--- config.mk ---
export PLATFORM = sky130hd
export DESIGN_NAME = pio_master
export DESIGN_NICKNAME = d
export VERILOG_FILES = /design/src/rtl/pio_master.sv
export SDC_FILE = /design/constraint.sdc
export NUM_CORES = 1
export LEC_CHECK = 0
export ABC_AREA = 0
export CAP_MARGIN = 15
export CELL_PAD_IN_SITES_DETAIL_PLACEMENT = 2
export CELL_PAD_IN_SITES_GLOBAL_PLACEMENT = 2
export CORE_ASPECT_RATIO = 0.5
export CORE_MARGIN = 3
export CORE_UTILIZATION = 22
export CTS_CLUSTER_DIAMETER = 200
export CTS_CLUSTER_SIZE = 10
export DETAILED_ROUTE_END_ITERATION = 10
export GPL_ROUTABILITY_DRIVEN = 0
export PLACE_DENSITY_LB_ADDON = 0.1
export SETUP_SLACK_MARGIN = 0.02
export SYNTH_ARGS = -nofsm -noshare
export SYNTH_HDL_FRONTEND = slang
export SYNTH_SLANG_ARGS = --single-unit
--- constraint.sdc ---
create_clock -name clk -period 2 [get_ports clk]
set_clock_uncertainty 0.1 [all_clocks]
set_input_delay 0.2 -clock clk [delete_from_list [all_inputs] [get_ports clk]]
set_output_delay 0.2 -clock clk [all_outputs]
set_load 0.05 [all_outputs]
--- src/rtl/pio_master.sv ---
// PIO bus initiator: one host command at a time becomes a PIO strobe, an ack wait and a response pulse.
// Optional ack timeout is compiled in with `define PIO_MASTER_TIMEOUT_EN.
module pio_master #(
  parameter int DATA_W        = 32,
  parameter int TIMEOUT_NBITS = 8,
  parameter int TIMEOUT_TICKS = 255
) (
  input  logic              clk,
  input  logic              rst_n,
  input  logic              clk_div,
  input  logic              cmd_valid,
  output logic              cmd_ready,
  input  logic              cmd_wr,
  input  logic [DATA_W-1:0] cmd_addr,
  input  logic [DATA_W-1:0] cmd_wdata,
  output logic [DATA_W-1:0] reg_addr,
  output logic [DATA_W-1:0] reg_din,
  output logic              reg_rd,
  output logic              reg_wr,
  output logic              reg_ms,
  input  logic              mem_ack,
  input  logic [DATA_W-1:0] mem_rdata,
  output logic              rsp_valid,
  output logic [DATA_W-1:0] rsp_rdata,
  output logic              rsp_err
);

  typedef enum logic [1:0] {
    S_IDLE,
    S_ISSUE,
    S_WAIT,
    S_DRAIN
  } state_e;

  state_e            state_q;
  logic              cmd_ready_q;
  logic              wr_q;
  logic [DATA_W-1:0] reg_addr_q;
  logic [DATA_W-1:0] reg_din_q;
  logic              reg_rd_q;
  logic              reg_wr_q;
  logic              reg_ms_q;
  logic              rsp_valid_q;
  logic [DATA_W-1:0] rsp_rdata_q;

`ifdef PIO_MASTER_TIMEOUT_EN
  localparam logic [TIMEOUT_NBITS-1:0] TICKS_C = TIMEOUT_NBITS'(TIMEOUT_TICKS);
  logic [TIMEOUT_NBITS-1:0] cnt_q;
  logic                     rsp_err_q;
  assign rsp_err = rsp_err_q;
`else
  logic [31:0] unused_cfg;
  assign unused_cfg = {31'(TIMEOUT_TICKS ^ TIMEOUT_NBITS), clk_div};
  assign rsp_err    = 1'b0;
`endif

  always_ff @(posedge clk or negedge rst_n) begin
    if (!rst_n) begin
      state_q     <= S_IDLE;
      cmd_ready_q <= 1'b0;
      wr_q        <= 1'b0;
      reg_addr_q  <= '0;
      reg_din_q   <= '0;
      reg_rd_q    <= 1'b0;
      reg_wr_q    <= 1'b0;
      reg_ms_q    <= 1'b0;
      rsp_valid_q <= 1'b0;
      rsp_rdata_q <= '0;
`ifdef PIO_MASTER_TIMEOUT_EN
      cnt_q       <= '0;
      rsp_err_q   <= 1'b0;
`endif
    end else begin
      reg_rd_q    <= 1'b0;
      reg_wr_q    <= 1'b0;
      rsp_valid_q <= 1'b0;
`ifdef PIO_MASTER_TIMEOUT_EN
      rsp_err_q   <= 1'b0;
`endif
      case (state_q)
        S_IDLE: begin
          if (cmd_valid && cmd_ready_q) begin
            wr_q        <= cmd_wr;
            reg_addr_q  <= cmd_addr;
            reg_din_q   <= cmd_wdata;
            reg_wr_q    <= cmd_wr;
            reg_rd_q    <= ~cmd_wr;
            reg_ms_q    <= 1'b1;
            cmd_ready_q <= 1'b0;
            state_q     <= S_ISSUE;
          end else begin
            cmd_ready_q <= 1'b1;
          end
        end
        S_ISSUE: begin
`ifdef PIO_MASTER_TIMEOUT_EN
          cnt_q   <= '0;
`endif
          state_q <= S_WAIT;
        end
        S_WAIT: begin
          // Ack is checked first so an ack arriving with the final tick still wins.
          if (mem_ack) begin
            rsp_valid_q <= 1'b1;
            rsp_rdata_q <= wr_q ? '0 : mem_rdata;
            reg_ms_q    <= 1'b0;
            state_q     <= S_DRAIN;
          end
`ifdef PIO_MASTER_TIMEOUT_EN
          else if (cnt_q == TICKS_C) begin
            rsp_valid_q <= 1'b1;
            rsp_err_q   <= 1'b1;
            rsp_rdata_q <= '1;
            reg_ms_q    <= 1'b0;
            state_q     <= S_DRAIN;
          end else if (clk_div) begin
            cnt_q <= cnt_q + 1'b1;
          end
`endif
        end
        S_DRAIN: begin
          // The responder holds ack until its next tick; leaving early would let the
          // next command see this stale ack.
          if (!mem_ack) begin
            cmd_ready_q <= 1'b1;
            state_q     <= S_IDLE;
          end
        end
        default: begin
          reg_ms_q <= 1'b0;
          state_q  <= S_IDLE;
        end
      endcase
    end
  end

  assign cmd_ready = cmd_ready_q;
  assign reg_addr  = reg_addr_q;
  assign reg_din   = reg_din_q;
  assign reg_rd    = reg_rd_q;
  assign reg_wr    = reg_wr_q;
  assign reg_ms    = reg_ms_q;
  assign rsp_valid = rsp_valid_q;
  assign rsp_rdata = rsp_rdata_q;

endmodule
==> results.ini <==
[logic_synthesis]
synth_nets = 547
seq_area_frac_synth = 0.634
syn_area_sq_um = 4100
synth_cell_types = 21
syn_area_per_cell_sq_um = 9.28
yosys_warnings = 0
synth-seq-cells = 104
postSynthCellCount = 442

[place]
pre_cts_ws_ps = 203
dp.cells = 864
dp_hpwl_mm = 10.1
post_dp_cell_area_sq_um = 6420
portBuffers = 201

[timing]
tightest_slew_ps = 556
fin_tns_setup_ps = 0
hold_viol = 0
timing.final.crit_share = 0.931
setup_viol_count_final = 0
rsz0062_at_grt = false
maxSlewHeadroom = 0.628
finalMaxSlewViolations = 0
fmax_ghz = 0.537
period_needed_ps = 1860
layout_setup_ws_ps = 137

[setup_path]
cp_cell_sequence = clkdlybuf4s50_1
reg2reg_slack_ps = 240
cp_slowest_cell = clkdlybuf4s50_1
cp_max_fo = 3
slowest_delay_ps = 840
end_kind = output pin
worstSetupPathType = reg2out
worstPathArrival_ps = 1560
cp-start-kind = register
path_buf_inv = 1
crit_required_ps = 1700
cp_top_family = buffers and inverters

[finish]
nets = 747
final_cell_count_no_fill = 879
mostFrequentLayoutCells = 224 x nand2_1, 199 x clkdlybuf4s50_1, 104 x dfrtp_1
syn2layout_area_growth_pct = 63.3
nFillCells = 1973
antennaDiodeCount = 0
final_area_sq_um = 6700
final_common_cell = nand2_1
layout-drive-gt1-share = 0.0434

[floorplanning]
core_area_sq_um = 17800
die_y_um = 103
die_w_um = 199
start_util = 0.230
io_pins = 204
num_rows = 34
dieArea_sq_um = 20400

[clock_tree]
cts_sinks = 104
cts-root-buf = clkbuf_16
clk_latency_ps = 340
htreeDepth = 3
numCtsBuffers = 9
cts_tree = yes
clk_pin_slew_ps = 70
clockBufferDepth = 2
post_cts_resized = 0

[routing]
vias = 3671
drt-total-wl_mm = 13.7
drtIter0Drc = 69
drc = 0
via_per_inst = 4.18
ant_nets = 0
first_pass_iters = 4
routedWlPerCell_um = 15.6

[global_route]
gr-usage-all-layers = 0.138
grt_antenna_before_repair = 0
grt_pass1_vias = 4007
grt_max_degree = 40
grt_pass1_wl_mm = 21.9
grt_overflow = 0

[hold_path]
hold_class = in2async

[power_and_ir_drop]
total_power_uw = 12300
pwr_density_cell_nw_per_um2 = 1830
p_leak_uw = 0.00312
vdd_drop_max_mv = 0.582

[flow_run]
cap_viol_max_count = 0

[outcome]
run_status = completed

Yosys cell counts:
cell,n,area share
nand2_1,225,0.21
dfrtp_1,104,0.63
nand2b_1,32,0.049
o21ai_1,21,0.026
o21ai_0,13,0.016
buf_2,10,0.012
clkbuf_1,8,0.0073
buf_4,7,0.013
inv_1,4,0.0037
nor2_1,4,0.0037
ha_1,3,0.0092
and2_1,2,0.0030
a211oi_2,1,0.0030
a21boi_1,1,0.0018
a21o_1,1,0.0018
and3_1,1,0.0015
conb_1,1,0.00091
mux2_1,1,0.0027
nand3_1,1,0.0012
o22a_1,1,0.0021
o32a_1,1,0.0024
where the power goes:
| group | leakage (uW) | switching, uW | internal (uW) |
|---|---|---|---|
| clock | 0.000130 | 760 | 961 |
| combinational | 0.00168 | 4720 | 2320 |
| sequential | 0.00131 | 481 | 3020 |
routing by layer:
metal  GRT usage  part of all wire
met1       0.168              0.42
met2       0.232              0.48
met3      0.0565             0.083
met4      0.0307            0.0088
met5           0                 0
cells by family after synthesis:
group / after synthesis / synth area share
flops: 104 / 0.634
buf+inv: 29 / 0.0360
fa+ha+maj: 3 / 0.00915
other cells: 1 / 0.000914
mux: 1 / 0.00274
compound gates: 39 / 0.0528
simple gates: 265 / 0.264
sequential cells by signal, indices dropped and copies added (netlist names):
signal	flops
cmd_ready	1
reg_addr	32
reg_din	32
reg_ms	1
reg_rd	1
reg_wr	1
rsp_rdata	32
rsp_valid	1
state_q	2
wr_q	1
per-stage QoR:
stage	utilization	hold WS (ps)
2_1_floorplan	-	-196
6_report	0.376	236
3_5_place_dp	0.360	69.0
5_1_grt	0.376	273
4_1_cts	0.376	239
3_3_place_gp	0.360	75.0
worst paths after layout:
check	from	depth (start not counted)	to
min	rst_n	2	reg_addr[19]
min reg2reg	reg_addr[26]	2	reg_addr[26]
min in group clk	cmd_addr[18]	3	reg_addr[18]
max	reg_ms	1	reg_ms
max in group asynchronous	rst_n	3	rsp_rdata[0]
max reg2reg	state_q[0]	6	reg_din[27]
final cells by class:
| cell class | instances | area [sq um] | area share |
|---|---|---|---|
| clock buffers | 13 | 240 | 0.0359 |
| repair buffers | 214 | 2160 | 0.322 |
| flip-flops and latches | 104 | 2600 | 0.388 |
| multi-input cells | 309 | 1360 | 0.203 |
| inverters | 4 | 15.0 | 0.00224 |
| well taps | 234 | 293 | 0.0437 |
| clock inverters | 1 | 30.0 | 0.00448 |
what timing repair did:
action                                 CTS  global route
buffers inserted                         0             0
hold buffers                             1             0
endpoints found under the hold margin   26             0
setup endpoints to repair                0             0
Note: power is estimated with default switching activity, not from simulation.
